## config.mk

```make
export PLATFORM = sky130hd
export DESIGN_NAME = async_fifo_flat
export DESIGN_NICKNAME = d
export VERILOG_FILES = /design/src/rtl/fifo_pkg.sv /design/src/rtl/async_fifo_if.sv /design/src/rtl/fifo_mem.sv /design/src/rtl/async_fifo.sv /design/src/flat_wrapper.sv
export SDC_FILE = /design/constraint.sdc
export NUM_CORES = 1
export LEC_CHECK = 0
export CAP_MARGIN = 0
export CORE_MARGIN = 4
export CORE_UTILIZATION = 45
export DETAILED_ROUTE_END_ITERATION = 10
export PLACE_DENSITY = 0.65
export SLEW_MARGIN = 5
export SYNTH_ARGS = -nofsm -noshare
export SYNTH_HDL_FRONTEND = slang
export SYNTH_HIERARCHICAL = 1
export SYNTH_SLANG_ARGS = --single-unit
```

## constraint.sdc

```tcl
create_clock -name clk -period 4.35 [get_ports clk]
set_input_delay 0.6525 -clock clk [delete_from_list [all_inputs] [get_ports clk]]
set_output_delay 0.6525 -clock clk [all_outputs]
set_load 0.05 [all_outputs]
```

## src/rtl/fifo_pkg.sv

```systemverilog
// Shared defaults for the show-ahead FIFO.
// Contents:
//   FIFO_DATA_WIDTH - default stored word width
//   FIFO_DEPTH      - default entry count (power of two, >= 2)
//   fifo_addr_w     - address width for a given depth
package fifo_pkg;

  localparam int FIFO_DATA_WIDTH = 8;
  localparam int FIFO_DEPTH      = 8;

  function automatic int fifo_addr_w(input int depth);
    return $clog2(depth);
  endfunction

endpackage

```

## src/rtl/async_fifo_if.sv

```systemverilog
// Producer/consumer bundle for the show-ahead FIFO.
// Signals:
//   w_en, data_in   - write request and its data
//   r_en            - pop request for the head word
//   data_out        - head word, valid whenever empty is low
//   full, empty     - flow-control flags
// Handshake: a write is taken on a rising edge where w_en=1 and full=0;
// a pop is taken on a rising edge where r_en=1 and empty=0. Requests made
// against the opposite flag are silently dropped. Both flags are sampled
// as they stand before the edge, so a simultaneous write and pop are
// judged independently.
// Modports:
//   master - the producer/consumer side
//   slave  - the FIFO side
interface async_fifo_if #(
  parameter int DATA_WIDTH = 8
);

  logic                  w_en;
  logic [DATA_WIDTH-1:0] data_in;
  logic                  r_en;
  logic [DATA_WIDTH-1:0] data_out;
  logic                  full;
  logic                  empty;

  modport master (
    output w_en, data_in, r_en,
    input  data_out, full, empty
  );

  modport slave (
    input  w_en, data_in, r_en,
    output data_out, full, empty
  );

endinterface

```

## src/rtl/fifo_mem.sv

```systemverilog
// DEPTH x DATA_WIDTH register array: one synchronous write port and one
// combinational read port; every entry is cleared by a synchronous reset.
// Ports:
//   clk, rst         - clock and synchronous active-high reset
//   we_i, waddr_i    - write enable and address
//   wdata_i          - write data
//   raddr_i          - read address
//   rdata_o          - read data (no latency)
module fifo_mem #(
  parameter int DATA_WIDTH = 8,
  parameter int DEPTH      = 8,
  parameter int ADDR_WIDTH = $clog2(DEPTH)
) (
  input  logic                  clk,
  input  logic                  rst,
  input  logic                  we_i,
  input  logic [ADDR_WIDTH-1:0] waddr_i,
  input  logic [DATA_WIDTH-1:0] wdata_i,
  input  logic [ADDR_WIDTH-1:0] raddr_i,
  output logic [DATA_WIDTH-1:0] rdata_o
);

  logic [DATA_WIDTH-1:0] mem_q [DEPTH];

  always_ff @(posedge clk) begin
    if (rst) begin
      for (int i = 0; i < DEPTH; i++) begin
        mem_q[i] <= '0;
      end
    end else if (we_i) begin
      mem_q[waddr_i] <= wdata_i;
    end
  end

  assign rdata_o = mem_q[raddr_i];

endmodule

```

## src/rtl/async_fifo.sv

```systemverilog
// Single-clock FIFO with a first-word-fall-through read port.
// The head word is presented on data_out combinationally; a pop simply
// advances the read pointer so the next word appears after that edge.
// Ports:
//   clk  - single clock, all state updates on the rising edge
//   rst  - synchronous active-high reset; clears pointers and storage
//   bus  - async_fifo_if slave: w_en/data_in, r_en/data_out, full/empty
module async_fifo
  import fifo_pkg::*;
#(
  parameter int DATA_WIDTH = FIFO_DATA_WIDTH,
  parameter int DEPTH      = FIFO_DEPTH
) (
  input logic          clk,
  input logic          rst,
  async_fifo_if.slave  bus
);

  localparam int ADDR_WIDTH = fifo_addr_w(DEPTH);
  localparam logic [ADDR_WIDTH:0] PTR_ONE = 1;

  // Pointers carry one extra wrap bit: equal pointers mean empty, pointers
  // differing only in the wrap bit mean full.
  logic [ADDR_WIDTH:0]   wr_ptr_q, wr_ptr_d;
  logic [ADDR_WIDTH:0]   rd_ptr_q, rd_ptr_d;
  logic                  full, empty;
  logic                  wr_accept, rd_accept;
  logic [DATA_WIDTH-1:0] rdata;

  assign empty = (wr_ptr_q == rd_ptr_q);
  assign full  = (wr_ptr_q[ADDR_WIDTH] != rd_ptr_q[ADDR_WIDTH]) &&
                 (wr_ptr_q[ADDR_WIDTH-1:0] == rd_ptr_q[ADDR_WIDTH-1:0]);

  // Each side is judged on its own pre-edge flag, so a full FIFO still
  // pops and an empty FIFO still accepts on a simultaneous request.
  assign wr_accept = bus.w_en && !full;
  assign rd_accept = bus.r_en && !empty;

  always_comb begin
    wr_ptr_d = wr_ptr_q;
    rd_ptr_d = rd_ptr_q;
    if (wr_accept) wr_ptr_d = wr_ptr_q + PTR_ONE;
    if (rd_accept) rd_ptr_d = rd_ptr_q + PTR_ONE;
  end

  always_ff @(posedge clk) begin
    if (rst) begin
      wr_ptr_q <= '0;
      rd_ptr_q <= '0;
    end else begin
      wr_ptr_q <= wr_ptr_d;
      rd_ptr_q <= rd_ptr_d;
    end
  end

  fifo_mem #(
    .DATA_WIDTH (DATA_WIDTH),
    .DEPTH      (DEPTH),
    .ADDR_WIDTH (ADDR_WIDTH)
  ) u_mem (
    .clk     (clk),
    .rst     (rst),
    .we_i    (wr_accept),
    .waddr_i (wr_ptr_q[ADDR_WIDTH-1:0]),
    .wdata_i (bus.data_in),
    .raddr_i (rd_ptr_q[ADDR_WIDTH-1:0]),
    .rdata_o (rdata)
  );

  assign bus.data_out = rdata;
  assign bus.full     = full;
  assign bus.empty    = empty;

endmodule

```

## src/flat_wrapper.sv

```systemverilog
// flat-port wrapper written by rule: the top's interface ports become plain ports
module async_fifo_flat import fifo_pkg::*;
#(
  parameter int DATA_WIDTH = FIFO_DATA_WIDTH,
  parameter int DEPTH      = FIFO_DEPTH
)
  (clk, rst, bus_w_en, bus_data_in, bus_r_en, bus_data_out, bus_full, bus_empty);
  async_fifo_if #(.DATA_WIDTH(DATA_WIDTH)) bus_i ();
  input logic clk;
  input logic rst;
  input wire logic [$bits(bus_i.w_en)-1:0] bus_w_en;
  input wire logic [$bits(bus_i.data_in)-1:0] bus_data_in;
  input wire logic [$bits(bus_i.r_en)-1:0] bus_r_en;
  output wire logic [$bits(bus_i.data_out)-1:0] bus_data_out;
  output wire logic [$bits(bus_i.full)-1:0] bus_full;
  output wire logic [$bits(bus_i.empty)-1:0] bus_empty;
  assign bus_i.w_en = bus_w_en;
  assign bus_i.data_in = bus_data_in;
  assign bus_i.r_en = bus_r_en;
  assign bus_data_out = bus_i.data_out;
  assign bus_full = bus_i.full;
  assign bus_empty = bus_i.empty;
  async_fifo #(.DATA_WIDTH(DATA_WIDTH), .DEPTH(DEPTH)) u_core (.clk(clk), .rst(rst), .bus(bus_i));
endmodule
```

==> results of run 1 <==
## Yosys cell counts, drive strengths merged (2+ instances only)
| cell type | instances |
|---|---|
| buf | 13 |
| mux2i | 3 |
| nor2b | 6 |
| nor3 | 66 |
| nand2b | 6 |
| xnor2 | 4 |
| or2 | 2 |
| a41oi | 4 |
| inv | 2 |
| ha | 2 |
| nand2 | 4 |
| nor2 | 6 |
| clkbuf | 10 |
| dfxtp | 8 |
| mux4 | 16 |
| clkinv | 8 |
| edfxtp | 64 |
| mux2 | 13 |
| o21bai | 8 |
| nand4 | 2 |
## cell type report
class,instances,area (um^2)
Clock inverter,6,68.8
Tap cell,102,128
Inverter,10,37.5
Timing Repair Buffer,29,270
Multi-Input combinational cell,151,1340
Clock buffer,10,128
Fill cell,680,3710
Sequential cell,72,2080
## sequential cells by signal, indices dropped and copies added, names as in the netlist
name and count:
u_core/u_mem/mem_q 64, u_core/wr_ptr_q 4, u_core/rd_ptr_q 4
## cells in the final DEF (no fill, tap or decap), types with 2 or more instances in the layout
cell | netlist | final
clkdlybuf4s50_1 | 0 | 21
or2_2 | 2 | 2
nand4_1 | 2 | 2
nor2_1 | 6 | 6
nand2b_1 | 6 | 6
mux2_2 | 10 | 10
mux2i_1 | 3 | 3
ha_1 | 2 | 2
edfxtp_1 | 64 | 64
inv_1 | 2 | 2
clkinv_1 | 8 | 8
xnor2_2 | 3 | 3
mux4_1 | 15 | 15
dfxtp_1 | 8 | 8
nand2_1 | 4 | 4
a41oi_2 | 2 | 2
mux2_4 | 2 | 2
a41oi_1 | 2 | 2
buf_4 | 0 | 8
nor3_1 | 66 | 66
clkinv_4 | 0 | 2
nor2b_1 | 6 | 6
clkbuf_8 | 0 | 9
o21bai_1 | 8 | 8
## routing by layer
| metal | up-vias | routed length [um] |
|---|---|---|
| met5 | - | 0 |
| met4 | 0 | 70 |
| met3 | 7 | 425 |
| met2 | 71 | 3770 |
| met1 | 1084 | 3110 |
| li1 | 1031 | - |
## where the power goes
part           switching, mW  internal (mW)  leakage (nW)
clock network          0.253          0.268        0.0968
registers             0.0296          0.785         0.728
logic                  0.183          0.130         0.548
## cell families after synthesis
kind of cell | after synthesis | share of synthesized area
simple gates | 97 | 0.140
compound gates | 15 | 0.0382
buf+inv | 33 | 0.0490
mux | 32 | 0.167
xor+xnor | 5 | 0.0205
fa+ha+maj | 2 | 0.00695
flops | 72 | 0.578
## worst min path at each step
stage | to | slack, ns | depth (start not counted)
finish | u_core/wr_ptr_q[1]$_SDFFE_PP0P_ | 0.59 | 2
global route | u_core/wr_ptr_q[1]$_SDFFE_PP0P_ | 0.61 | 2
CTS | u_core/wr_ptr_q[1]$_SDFFE_PP0P_ | 0.59 | 2
detailed placement | u_core/wr_ptr_q[1]$_SDFFE_PP0P_ | 0.58 | 2
global placement | u_core/wr_ptr_q[1]$_SDFFE_PP0P_ | 0.57 | 2
floorplan | u_core/rd_ptr_q[1]$_SDFFE_PP0P_ | 0.52 | 2
## worst max-delay path: cells and delay by family (launching register included)
family   cells  cell delay, ns
buf+inv      2            1.02
mux          2            0.85
flops        1            0.76
## per-stage QoR
step	util	hold slack (ns)	power, mW
2_1_floorplan	-	0.521	1.06
3_3_place_gp	0.497	0.565	1.14
3_5_place_dp	0.497	0.580	1.15
4_1_cts	0.522	0.589	1.67
5_1_grt	0.522	0.610	1.72
6_report	0.522	0.586	1.65
==> impl_metrics.py, run 1 <==
metrics = {
    "setup_path": {
        "cp-end-kind": "output port",
        "worstSetupStartpointType": "register",
        "crit_path_max_fanout": 13,
        "startpoint": "u_core/rd_ptr_q[0]$_SDFFE_PP0P_",
        "reg2reg_to": "u_core/u_mem/mem_q[1][7]$_SDFFCE_PN0P_",
        "reg2reg_slack_ns": 1.04,
        "critPathMaxStageDelay_ns": 0.76,
        "crit_path_top_delay_cell": "dfxtp_1",
        "crit_type": "reg -> out",
        "worstReg2RegStart": "u_core/rd_ptr_q[1]$_SDFFE_PP0P_",
        "critical_path.cell_chain": "buf_4, mux4_1, mux2_2, clkdlybuf4s50_1",
        "cp.required_ns": 3.70,
        "cp-endpoint": "bus_data_out[3]",
        "arrival_ns": 2.98,
        "rr_worst_depth": 4,
    },
    "logic_synthesis": {
        "synth_edf_count": 64,
        "synth.top_cell.area_share": 0.534,
        "synth_flop_cell": "edfxtp_1",
        "synthesis.area_um2": 3600,
        "synth_nets": 270,
        "yosys_warnings": 6,
        "yosys.area.top_type": "edfxtp_1",
        "ys_ff_latch": 72,
        "async_flop_share": 0,
        "synth_cell_types": 37,
        "netlist_instances": 256,
        "syn_avg_cell_area_um2": 14.1,
        "yosysSeqAreaShare": 0.578,
        "yosys-top-cells-area": "edfxtp_1, mux4_1, nor3_1",
    },
    "placement": {
        "pre_cts_slack_ns": 0.890,
        "port_buffers": 21,
        "dp_hpwl_um": 4760,
        "place_inst": 364,
        "place_area_um2": 3860,
        "gp_congestion": 0.765,
    },
    "sta": {
        "fmax_mhz": 275,
        "hold_viol": 0,
        "slew_headroom": 0.452,
        "finalMaxSlewViolations": 0,
        "worst_pin_slew_ns": 0.822,
        "final-setup-viol-count": 0,
        "min_period_over_period": 0.835,
        "setup_slack_ns": 0.718,
        "fin_setup_tns_ns": 0,
        "rsz0062_at_grt": "false",
        "fin_skew_ns": 0.00691,
        "period_needed_ns": 3.63,
    },
    "global_routing": {
        "overflow": 0,
        "use_met1": 0.216,
        "grt_pass1_wl_um": 12200,
        "grt_max_degree": 37,
        "antenna_found_initial": 0,
        "met2_usage": 0.276,
        "track_usage": 0.166,
        "globalRouteMet3Util": 0.0431,
        "grt_pass1_vias": 2206,
        "grt.busiest_layer": "met2",
    },
    "floorplanning": {
        "io_pins": 22,
        "die_w_um": 97.5,
        "initial_core_util": 0.464,
        "fp.dieH_um": 97.5,
        "dieArea_um2": 9500,
        "coreArea_um2": 7770,
        "rows": 32,
    },
    "drt": {
        "first_iter_violations": 191,
        "wl_um": 7370,
        "vias_per_cell": 5.77,
        "wl_per_cell_um": 19.4,
        "via_count": 2193,
        "dr.pass1.iters": 4,
        "antenna_left": 0,
        "drc": 0,
    },
    "clock_network": {
        "tritoncts": "done",
        "hold_buffers": 0,
        "clock_sinks": 72,
        "cts_setup_buffers": 0,
        "clock_latency_ns": 0.35,
        "cts_root_buffer": "clkbuf_8",
        "cts_resized": 0,
        "cts_buffer_depth": 2,
        "cts-htree-levels": 3,
        "clk_pin_slew_ns": 0.07,
        "numCtsBuffers": 9,
    },
    "layout": {
        "finalInstanceArea_um2": 4060,
        "antenna_cells": 0,
        "area_growth_pct": 12.6,
        "drive_gt1_frac": 0.162,
        "fin_nets": 287,
        "fin_cells": 380,
    },
    "power": {
        "total_leakage_power_nw": 1.37,
        "p_per_area_nw_per_um2": 406,
        "peakVddDrop_mv": 0.205,
    },
    "hold_path": {
        "hold_class": "reg -> reg",
        "min_from": "u_core/wr_ptr_q[1]$_SDFFE_PP0P_",
    },
    "status": {
        "outcome": "finished, final reports clean",
    },
    "run": {
        "max-cap-violations": 0,
    },
}
Power figures use the tool's default switching activity.
==> run 2: changes to the inputs <==
--- a/config.mk
+++ b/config.mk
@@ -9,7 +9,7 @@
 export CORE_MARGIN = 4
 export CORE_UTILIZATION = 45
 export DETAILED_ROUTE_END_ITERATION = 10
-export PLACE_DENSITY = 0.65
+export PLACE_DENSITY = 0.68
 export SLEW_MARGIN = 5
 export SYNTH_ARGS = -nofsm -noshare
 export SYNTH_HDL_FRONTEND = slang
==> constraint.sdc (replaced) <==
create_clock -name clk -period 3.2 [get_ports clk]
set_input_delay 0.48 -clock clk [delete_from_list [all_inputs] [get_ports clk]]
set_output_delay 0.48 -clock clk [all_outputs]
set_load 0.05 [all_outputs]
==> run 2 against run 1 <==
Compared with the run above:
- total power grew 36%
- clock power grew 35%
- non-clock buffer count grew 12
- clock-buffer cell count shrank 1
- combinational power grew 43%
- cell count grew 3.2%
- clock skew grew 0.0060 ns
- critical path type unchanged
==> impl_metrics.py, run 2 (synthesized netlist as in run 1, its figures left out) <==
metrics = {
    "floorplanning": {
        "dieArea_um2": 9500,
        "coreArea_um2": 7770,
        "initial_core_util": 0.464,
        "die_w_um": 97.5,
        "rows": 32,
        "io_pins": 22,
        "fp.dieH_um": 97.5,
    },
    "sta": {
        "finalMaxSlewViolations": 0,
        "fmax_mhz": 353,
        "hold_viol": 0,
        "slew_headroom": 0.615,
        "worst_pin_slew_ns": 0.577,
        "min_period_over_period": 0.884,
        "period_needed_ns": 2.83,
        "rsz0062_at_grt": "false",
        "final-setup-viol-count": 0,
        "fin_skew_ns": 0.0129,
        "fin_setup_tns_ns": 0,
    },
    "drt": {
        "antenna_left": 0,
        "vias_per_cell": 5.73,
        "first_iter_violations": 170,
        "via_count": 2245,
        "wl_per_cell_um": 19.1,
        "wl_um": 7480,
        "drc": 0,
        "dr.pass1.iters": 4,
    },
    "power": {
        "peakVddDrop_mv": 0.254,
        "p_per_area_nw_per_um2": 544,
        "total_leakage_power_nw": 1.44,
        "power_mw": 2.24,
    },
    "setup_path": {
        "cp-end-kind": "output port",
        "rr_worst_depth": 5,
        "cp.required_ns": 2.72,
        "arrival_ns": 2.35,
        "worstSetupStartpointType": "register",
        "crit_type": "reg -> out",
        "crit_path_max_fanout": 9,
    },
    "clock_network": {
        "clk_pin_slew_ns": 0.08,
        "cts_resized": 0,
        "hold_buffers": 0,
        "numCtsBuffers": 9,
        "cts_root_buffer": "clkbuf_8",
        "cts-htree-levels": 3,
        "cts_buffer_depth": 2,
        "clock_sinks": 72,
        "clock_latency_ns": 0.34,
        "tritoncts": "done",
        "cts_setup_buffers": 0,
    },
    "layout": {
        "largestRegisters": "u_core/u_mem/mem_q (64), u_core/rd_ptr_q (4), u_core/wr_ptr_q (4)",
        "largest_reg_flops": 64,
        "area_growth_pct": 14.5,
        "most-common-layout-cells": "nor3_1, edfxtp_1, buf_4",
        "regMostFlops": "u_core/u_mem/mem_q",
        "drive_gt1_frac": 0.231,
        "fin_cells": 392,
        "fin_nets": 299,
        "final_common_cell": "nor3_1",
        "finalInstanceArea_um2": 4120,
        "fillers": 694,
        "antenna_cells": 0,
    },
    "global_routing": {
        "antenna_found_initial": 0,
        "track_usage": 0.166,
        "overflow": 0,
        "grt_max_degree": 30,
        "grt_pass1_wl_um": 12100,
        "grt_pass1_vias": 2237,
    },
    "hold_path": {
        "hold_class": "reg -> reg",
        "min_path_cells": 2,
    },
    "status": {
        "outcome": "finished, final reports clean",
    },
    "placement": {
        "port_buffers": 21,
        "place_area_um2": 3930,
        "place_inst": 376,
        "gp_congestion": 0.788,
        "dp_hpwl_um": 5100,
    },
    "run": {
        "max-cap-violations": 0,
    },
}
==> run 2: routing by layer <==
layer  vias to the layer above  part of all wire  GRT usage
li1                       1056                 -          -
met1                      1104              0.45      0.227
met2                        77              0.48      0.248
met3                         8             0.059     0.0438
met4                         0            0.0062     0.0724
met5                         -                 0          0
==> run 2: final timing paths <==
check / from / endpoint / slack [ns]
max reg2reg: u_core/wr_ptr_q[0]$_SDFFE_PP0P_ / u_core/u_mem/mem_q[5][4]$_SDFFCE_PN0P_ / 0.66
min reg2reg: u_core/wr_ptr_q[1]$_SDFFE_PP0P_ / u_core/wr_ptr_q[1]$_SDFFE_PP0P_ / 0.60
min: u_core/wr_ptr_q[1]$_SDFFE_PP0P_ / u_core/wr_ptr_q[1]$_SDFFE_PP0P_ / 0.60
max: u_core/wr_ptr_q[0]$_SDFFE_PP0P_ / bus_empty / 0.37
==> run 2: where the power goes <==
part / internal [mW] / leakage, nW / switching, mW
combinational: 0.180 / 0.616 / 0.268
sequential: 1.07 / 0.728 / 0.0242
clock: 0.359 / 0.0952 / 0.344
==> run 2: cell type report <==
| type | count | area [um^2] | area share |
|---|---|---|---|
| tap | 102 | 128 | 0.0309 |
| timing repair buffer | 41 | 338 | 0.0819 |
| clock buffer | 9 | 124 | 0.0300 |
| sequential | 72 | 2080 | 0.505 |
| inverter | 10 | 37.5 | 0.00910 |
| clock inverter | 7 | 72.6 | 0.0176 |
| multi-input combinational | 151 | 1340 | 0.326 |
==> run 2: stage by stage <==
step / worst slack (ns) / hold slack, ns / util
5_1_grt: 0.217 / 0.627 / 0.531
3_5_place_dp: 0.414 / 0.592 / 0.506
3_3_place_gp: 0.462 / 0.579 / 0.506
4_1_cts: 0.352 / 0.605 / 0.531
2_1_floorplan: 0.724 / 0.521 / -
6_report: 0.370 / 0.597 / 0.531
==> run 2: worst max-delay path, cell delays in order (launching register included) <==
cell             delay, ns
dfxtp_1               0.43
xnor2_2               0.40
nand3_1               0.22
nor2_1                0.14
clkdlybuf4s50_1       0.82
==> run 3: changes to the inputs <==
--- a/config.mk
+++ b/config.mk
@@ -9,7 +9,8 @@
 export CORE_MARGIN = 4
 export CORE_UTILIZATION = 45
 export DETAILED_ROUTE_END_ITERATION = 10
-export PLACE_DENSITY = 0.68
+export PLACE_DENSITY = 0.65
+export RECOVER_POWER = 100
 export SLEW_MARGIN = 5
 export SYNTH_ARGS = -nofsm -noshare
 export SYNTH_HDL_FRONTEND = slang
==> constraint.sdc (replaced) <==
create_clock -name clk -period 3.4 [get_ports clk]
set_input_delay 0.51 -clock clk [delete_from_list [all_inputs] [get_ports clk]]
set_output_delay 0.51 -clock clk [all_outputs]
set_load 0.05 [all_outputs]
==> run 3 against run 2 <==
Compared with the run above:
- register-to-register slack got worse by 0.27 ns
- worst hold slack lost 0.0057 ns
- die area unchanged
- highest routed layer unchanged
==> impl_metrics.py, run 3 (synthesized netlist as in run 1, its figures left out) <==
metrics = {
    "setup_path": {
        "cp-end-kind": "output port",
        "startpoint": "u_core/rd_ptr_q[0]$_SDFFE_PP0P_",
        "crit_path_max_fanout": 21,
        "crit_type": "reg -> out",
        "cp.required_ns": 2.89,
        "worstSetupStartpointType": "register",
        "rr_worst_depth": 6,
        "arrival_ns": 2.64,
        "reg2reg_slack_ns": 0.39,
        "cp-endpoint": "bus_data_out[1]",
        "reg2reg_to": "u_core/u_mem/mem_q[2][0]$_SDFFCE_PN0P_",
        "worstReg2RegStart": "u_core/rd_ptr_q[0]$_SDFFE_PP0P_",
    },
    "global_routing": {
        "overflow": 0,
        "grt_pass1_wl_um": 12400,
        "antenna_found_initial": 0,
        "track_usage": 0.171,
        "grt_max_degree": 24,
        "grt_pass1_vias": 2281,
    },
    "clock_network": {
        "cts_resized": 0,
        "cts_root_buffer": "clkbuf_8",
        "clk_pin_slew_ns": 0.07,
        "tritoncts": "done",
        "numCtsBuffers": 9,
        "hold_buffers": 0,
        "clock_sinks": 72,
        "clock_latency_ns": 0.34,
        "cts_buffer_depth": 2,
        "cts-htree-levels": 3,
        "cts_setup_buffers": 0,
    },
    "sta": {
        "slew_headroom": 0.429,
        "period_needed_ns": 3.15,
        "finalMaxSlewViolations": 0,
        "hold_viol": 0,
        "rsz0062_at_grt": "false",
        "fin_setup_tns_ns": 0,
        "hold_ws_ns": 0.591,
        "fmax_mhz": 318,
        "worst_pin_slew_ns": 0.857,
        "setup_slack_ns": 0.253,
        "min_period_over_period": 0.926,
        "fin_skew_ns": 0.00575,
        "final-setup-viol-count": 0,
    },
    "drt": {
        "first_iter_violations": 107,
        "antenna_left": 0,
        "via_count": 2214,
        "dr.pass1.iters": 5,
        "drc": 0,
        "vias_per_cell": 5.69,
        "wl_um": 7590,
        "wl_per_cell_um": 19.5,
    },
    "layout": {
        "antenna_cells": 0,
        "fillers": 698,
        "area_growth_pct": 12.3,
        "ff_latch_area_um2": 2080,
        "most-common-layout-cells": "nor3_1, edfxtp_1, clkbuf_1",
        "drive_gt1_frac": 0.122,
        "finalInstanceArea_um2": 4050,
        "fin_cells": 389,
        "multi_input_comb_area_um2": 1330,
        "largest_reg_flops": 64,
        "fin_nets": 296,
        "largestRegisters": "u_core/u_mem/mem_q (64), u_core/rd_ptr_q (4), u_core/wr_ptr_q (4)",
        "regMostFlops": "u_core/u_mem/mem_q",
        "final_common_cell": "nor3_1",
    },
    "placement": {
        "dp_hpwl_um": 4920,
        "port_buffers": 21,
        "place_area_um2": 3930,
        "pre_cts_slack_ns": 0.614,
        "place_inst": 373,
        "gp_congestion": 0.700,
    },
    "power": {
        "total_leakage_power_nw": 1.37,
        "peakVddDrop_mv": 0.271,
        "p_per_area_nw_per_um2": 510,
    },
    "floorplanning": {
        "io_pins": 22,
        "initial_core_util": 0.464,
        "rows": 32,
        "coreArea_um2": 7770,
        "dieArea_um2": 9500,
        "die_w_um": 97.5,
        "fp.dieH_um": 97.5,
    },
    "status": {
        "outcome": "finished, final reports clean",
    },
    "run": {
        "max-cap-violations": 0,
    },
    "hold_path": {
        "hold_class": "reg -> reg",
    },
}
[run 3: where the power goes]
part           internal, mW  total, mW  switching, mW  leakage, nW
sequential             1.00       1.02         0.0175        0.728
clock                 0.335      0.636          0.301       0.0857
combinational         0.155      0.406          0.251        0.557
[run 3: how the worst min path moves through the flow]
stage	startpoint	endpoint	depth (start not counted)
global placement	u_core/wr_ptr_q[1]$_SDFFE_PP0P_	u_core/wr_ptr_q[1]$_SDFFE_PP0P_	2
finish	u_core/wr_ptr_q[1]$_SDFFE_PP0P_	u_core/wr_ptr_q[1]$_SDFFE_PP0P_	2
global route	u_core/wr_ptr_q[1]$_SDFFE_PP0P_	u_core/wr_ptr_q[1]$_SDFFE_PP0P_	2
detailed placement	u_core/wr_ptr_q[1]$_SDFFE_PP0P_	u_core/wr_ptr_q[1]$_SDFFE_PP0P_	2
floorplan	u_core/rd_ptr_q[1]$_SDFFE_PP0P_	u_core/rd_ptr_q[1]$_SDFFE_PP0P_	2
CTS	u_core/wr_ptr_q[1]$_SDFFE_PP0P_	u_core/wr_ptr_q[1]$_SDFFE_PP0P_	2
[run 3: layout make-up]
class	count	share of cell area
flip-flops and latches	72	0.515
multi-input cells	151	0.329
repair buffers	38	0.0708
clock buffers	12	0.0334
well taps	102	0.0315
clock inverters	4	0.0111
inverters	10	0.00928
[run 3: metrics by stage]
| step | power [mW] | util |
|---|---|---|
| 5_1_grt | 2.16 | 0.521 |
| 3_3_place_gp | 1.47 | 0.506 |
| 2_1_floorplan | 1.36 | - |
| 4_1_cts | 2.10 | 0.529 |
| 3_5_place_dp | 1.47 | 0.506 |
| 6_report | 2.06 | 0.521 |
[run 3: layer usage]
layer  wire length (um)  global-route usage  vias up
li1                   -                   -     1053
met1               3260               0.212     1108
met2               4020               0.301       44
met3                249              0.0359        9
met4                 67              0.0501        0
met5                  0                   0        -
[run 3: critical path: stages, from the launching register on]
cell,delay (ns)
dfxtp_1,0.31
buf_4,0.31
mux4_1,0.64
mux2_2,0.28
dlygate4sd3_1,0.76
==> RTL change 1: new RTL, settings of run 2 <==
Change the package constant `FIFO_DATA_WIDTH` from 8 to 6.
--- a/src/rtl/fifo_pkg.sv
+++ b/src/rtl/fifo_pkg.sv
@@ -7,3 +7,3 @@
 
-  localparam int FIFO_DATA_WIDTH = 8;
+  localparam int FIFO_DATA_WIDTH = 6;
   localparam int FIFO_DEPTH      = 8;
Interface: changed (resized bus_data_in and bus_data_out); port bits go from 22 to 18. The function was not compared with the original's and may differ.
==> RTL change 1 against run 2 <==
- power shrank 25%
- synthesized area shrank 21%
- wire length shrank 25%
- cell count shrank 21%
- sequential cell count shrank 16
- worst setup slack lost 0.13 ns
- core utilization grew 1.1 points
- design area shrank 21%
- first-iteration DRC count shrank 22%
- critical endpoint is now bus_data_out[0]
- largest power group unchanged
==> RTL change 1: results (changes against run 2) <==
run_status:
  run_status: "complete, no violations"
placed_design:
  dp.cells: 301  # -20%
  placed_area_um2: 3150  # -20%
  port_buffers: 17  # -19%
  gp_congestion: 0.809  # +2.7%
  post-place-ws_ns: 0.563  # +0.149 ns
  dpl.hpwl_um: 4030  # -21%
cells_and_area:
  layout-drive-gt1-share: 0.175  # -0.0558
  stdcell_count: 309  # -21%
  fin_nets: 245  # -18%
  n_fill_cell: 496  # -29%
route:
  vias: 1789  # -20%
  drt_iter0_drc: 132  # -22%
global_route:
  first_global_vias: 1738  # -22%
  grt_pass1_wl_um: 9110  # -25%
synth:
  synthCells: 210  # -18%
  synth.area.top_cells: "edfxtp_1 (51%), mux4_1 (11%), nor3_1 (8.8%)"
  synth_edf_count: 48  # -25%
  yosysSeqAreaShare: 0.562  # -0.0160
  ys_top_cells_by_count: "nor3_1 (50), edfxtp_1 (48), mux4_1 (12)"
  synth_fp_nets: 222  # -18%
worst_setup_path:
  setup.worst_path.end: "bus_data_out[0]"
  cp.arrival_ns: 2.48  # +0.13 ns
  rr_endpoint: "u_core/u_mem/mem_q[4][4]"
  reg2reg_setup_slack_ns: 0.91  # +0.25 ns
  critPathLaunch: "u_core/rd_ptr_q[0]"
  max_stage_delay_ns: 0.69  # -0.13 ns
  ff2ff_path_depth: 6  # +1
timing:
  clock.fmax_ghz: 0.337  # -4.5%
  clock_skew_ns: 0.0103  # -0.00264 ns
power:
  p_leak_nw: 1.14  # -21%
cts:
  cts_buffers: 5  # -4
  worstSkewPairLatency_ns: 0.32  # -0.02 ns
  htreeDepth: 2  # -1
[RTL change 1: cell types whose count changed in the layout (fill, tap and decap cells not counted), sizes merged]
cell / before / now
buf: 29 / 16
clkbuf: 9 / 6
clkdlybuf4s50: 12 / 17
clkinv: 12 / 6
clkinvlp: 2 / 0
edfxtp: 64 / 48
inv: 2 / 3
mux2: 13 / 11
mux4: 16 / 12
nor3: 66 / 50
[RTL change 1: power by group]
part	internal [W]	switching, W
Clock	0.000237	0.000229
Sequential	0.000826	0.0000181
Combinational	0.000154	0.000213
[RTL change 1: worst min-delay path by stage]
stage                            start            endpoint  slack (ns)  cells past startpoint
global placement    u_core/wr_ptr_q[1]  u_core/wr_ptr_q[1]        0.58                      2
finish              u_core/wr_ptr_q[1]  u_core/wr_ptr_q[1]        0.60                      2
floorplan           u_core/rd_ptr_q[1]  u_core/rd_ptr_q[1]        0.52                      2
CTS                 u_core/wr_ptr_q[1]  u_core/wr_ptr_q[1]        0.61                      2
global route        u_core/wr_ptr_q[1]  u_core/wr_ptr_q[1]        0.65                      2
detailed placement  u_core/wr_ptr_q[1]  u_core/wr_ptr_q[1]        0.59                      2
[RTL change 1: cell type report]
cell class / count / share of cell area
repair buffers: 33 / 0.0889
clock inverters: 2 / 0.0119
flip-flops and latches: 56 / 0.490
well taps: 75 / 0.0287
inverters: 8 / 0.00920
clock buffers: 6 / 0.0222
multi-input cells: 129 / 0.349
[RTL change 1: cell families after synthesis]
group                    synth area share
AND/OR/NAND/NOR                     0.149
adder cells (fa/ha/maj)           0.00878
XOR/XNOR                           0.0259
buffers and inverters              0.0382
flip-flops                          0.562
AO/OA/AOI/OAI                      0.0483
multiplexers                        0.167
[RTL change 1: per-layer routing]
metal  track usage  routed length, um
met5             0                  0
met4        0.0544                 78
met3        0.0339                301
met2         0.254               2610
met1         0.219               2640
==> RTL change 2: new RTL, config.mk and constraints of run 2 <==
Without the edit above. Make the reset (`rst`) asynchronous in 2 clocked blocks. Comments in the files are not updated.
--- a/src/rtl/fifo_mem.sv
+++ b/src/rtl/fifo_mem.sv
@@ -24,3 +24,3 @@
 
-  always_ff @(posedge clk) begin
+  always_ff @(posedge clk or posedge rst) begin
     if (rst) begin
--- a/src/rtl/async_fifo.sv
+++ b/src/rtl/async_fifo.sv
@@ -45,3 +45,3 @@
 
-  always_ff @(posedge clk) begin
+  always_ff @(posedge clk or posedge rst) begin
     if (rst) begin
Behaviour: differs if rst is asserted again (counterexample within 4 cycles, from zero or initial values and one cycle with rst high); with rst held inactive, the same outputs for 10 cycles.
==> RTL change 2 against run 2 <==
- sequential cell count is the same
- wire length shrank 11%
- worst setup slack better by 0.19 ns
- synthesized area is 1.4% lower
- cell count down 8.2%
- hold slack got worse by 0.17 ns
- design area shrank 0.27%
- largest cell class unchanged
Power is not compared: it rests on default switching activity, and its combinational part moved more than twofold at a synthesized area within 25%.
==> RTL change 2: results (changes against run 2) <==
synth:
  synth-main-ff-cell: "dfrtp_1"
  synthCells: 217  # -15%
  synth_fp_nets: 231  # -14%
  yosys_warnings: 6  # unchanged
  synth.area.top_cells: "dfrtp_1 (51%), mux2_2 (23%), mux4_1 (11%)"
  yosysTopAreaCellShare: 0.507  # -0.0263
  ys_top_cells_by_count: "dfrtp_1 (72), mux2_2 (72), mux4_1 (15)"
  yosysUniqueCellTypes: 32  # -14%
  ys_async_sr_fraction: 1.00  # +1.00
  yosysSeqAreaShare: 0.507  # -0.0708
route:
  dr.pass1.iters: 4  # unchanged
  wire_per_inst_um: 18.6  # -2.7%
  routed_wl_um: 6690  # -11%
  viasPerCell: 5.62  # -1.9%
  drt_iter0_drc: 46  # -73%
global_route:
  grt_pass1_wl_um: 11200  # -7.0%
  first_global_vias: 2110  # -5.7%
  grt_antenna_before_repair: 0  # unchanged
  grt.total_usage: 0.153  # -0.0130
  grt_start_max_net_pins: 65  # +120%
cells_and_area:
  fin_nets: 267  # -11%
  n_antenna_cell: 0  # unchanged
  reg_top3: "u_core/u_mem/mem_q: 64 flops, u_core/rd_ptr_q: 4 flops, u_core/wr_ptr_q: 4 flops"
  layout-drive-gt1-share: 0.488  # +0.257
worst_setup_path:
  cp_slowest_cell: "mux4_1"
  path_max_fanout: 19  # +10
  ff2ff_path_depth: 6  # +1
  setup.worst_path.end: "bus_data_out[3]"
  critPathLaunch: "u_core/rd_ptr_q[2]"
  cp.arrival_ns: 2.16  # -0.19 ns
  reg2reg_setup_slack_ns: 0.67
  max_stage_delay_ns: 0.61  # -0.21 ns
  rr_endpoint: "u_core/u_mem/mem_q[51]"
  path_delay_family: "multiplexers"
  rr_startpoint: "u_core/rd_ptr_q[3]"
placed_design:
  gp_congestion: 0.698  # -11%
  dpl.hpwl_um: 4330  # -15%
  port_buffers: 21  # unchanged
  dp.cells: 344  # -8.5%
cts:
  worstSkewPairLatency_ns: 0.34  # about the same
  post-cts-setup-buffers: 0  # unchanged
  ctsRootBufferMaster: "clkbuf_8"
  htreeDepth: 3  # unchanged
  cts_buffers: 9  # unchanged
  cts_max_path_buffers: 2  # unchanged
  cts.clk_slew.worst_paths_ns: 0.08  # about the same
  cts_resized: 0  # unchanged
run_status:
  run_status: "complete, no violations"
timing:
  clock_skew_ns: 0.00926  # -0.00365 ns
  worst_pin_slew_ns: 0.788  # +0.211 ns
min_path:
  hp-class: "input pin to async pin"
power:
  p_leak_nw: 1.76
  ir_worst_vdd_mv: 0.707
-- RTL change 2: cell types whose count changed in the layout (fill, tap and decap cells not counted), moves of 8 or more --
cell,before,now
dfrtp_1,0,72
nor3_1,66,0
edfxtp_1,64,0
mux2_2,10,72
clkinv_1,8,0
dfxtp_1,8,0
o21bai_1,8,0
-- RTL change 2: how the worst min path moves through the flow --
stage | end | depth (start not counted) | from | slack [ns]
5_1_grt | u_core/rd_ptr_q[3] | 2 | rst | 0.45
6_report | u_core/rd_ptr_q[0] | 2 | rst | 0.43
2_1_floorplan | u_core/rd_ptr_q[0] | 1 | rst | 0.30
3_3_place_gp | u_core/u_mem/mem_q[5] | 1 | u_core/u_mem/mem_q[5] | 0.48
4_1_cts | u_core/rd_ptr_q[0] | 2 | rst | 0.43
3_5_place_dp | u_core/u_mem/mem_q[39] | 1 | u_core/u_mem/mem_q[39] | 0.48
-- RTL change 2: kinds of logic after synthesis --
family / count (synthesis) / share of synthesized area
muxes: 90 / 0.353
DFF: 72 / 0.507
and+or+nand+nor: 19 / 0.0440
buffers and inverters: 17 / 0.0307
xor gates and xnor gates: 9 / 0.0285
AOI/OAI and AO/OA: 8 / 0.0293
adders and majority gates: 2 / 0.00705
-- RTL change 2: cell type report --
cell class / instances / area (um^2)
inverter: 5 / 18.8
sequential: 72 / 1800
clock inverter: 2 / 37.5
fill: 657 / 3570
tap: 102 / 128
multi-input combinational: 128 / 1660
timing repair buffer: 37 / 305
clock buffer: 14 / 163
-- RTL change 2: where the power goes --
| group | total (W) | switching (W) | internal [W] |
|---|---|---|---|
| combinational | 0.00252 | 0.00130 | 0.00122 |
| clock | 0.000724 | 0.000320 | 0.000404 |
| sequential | 0.00161 | 0.000231 | 0.00137 |
| total | 0.00485 | 0.00186 | 0.00300 |
-- RTL change 2: layer usage --
metal	track usage	up-vias	share of wire
met5	0	-	0
met2	0.241	29	0.49
li1	-	909	-
met3	0.0433	8	0.032
met4	0.0486	0	0.012
met1	0.205	1076	0.46
-- RTL change 2: metrics by stage --
stage                     cell area (um^2)  setup slack (ns)  power (W)
after floorplan                       3550             0.972    0.00357
after global placement                3910             0.526    0.00412
after detailed placement              3910             0.479    0.00418
after CTS                             4110             0.526    0.00491
after global routing                  4110             0.464    0.00517
final                                 4110             0.561    0.00485
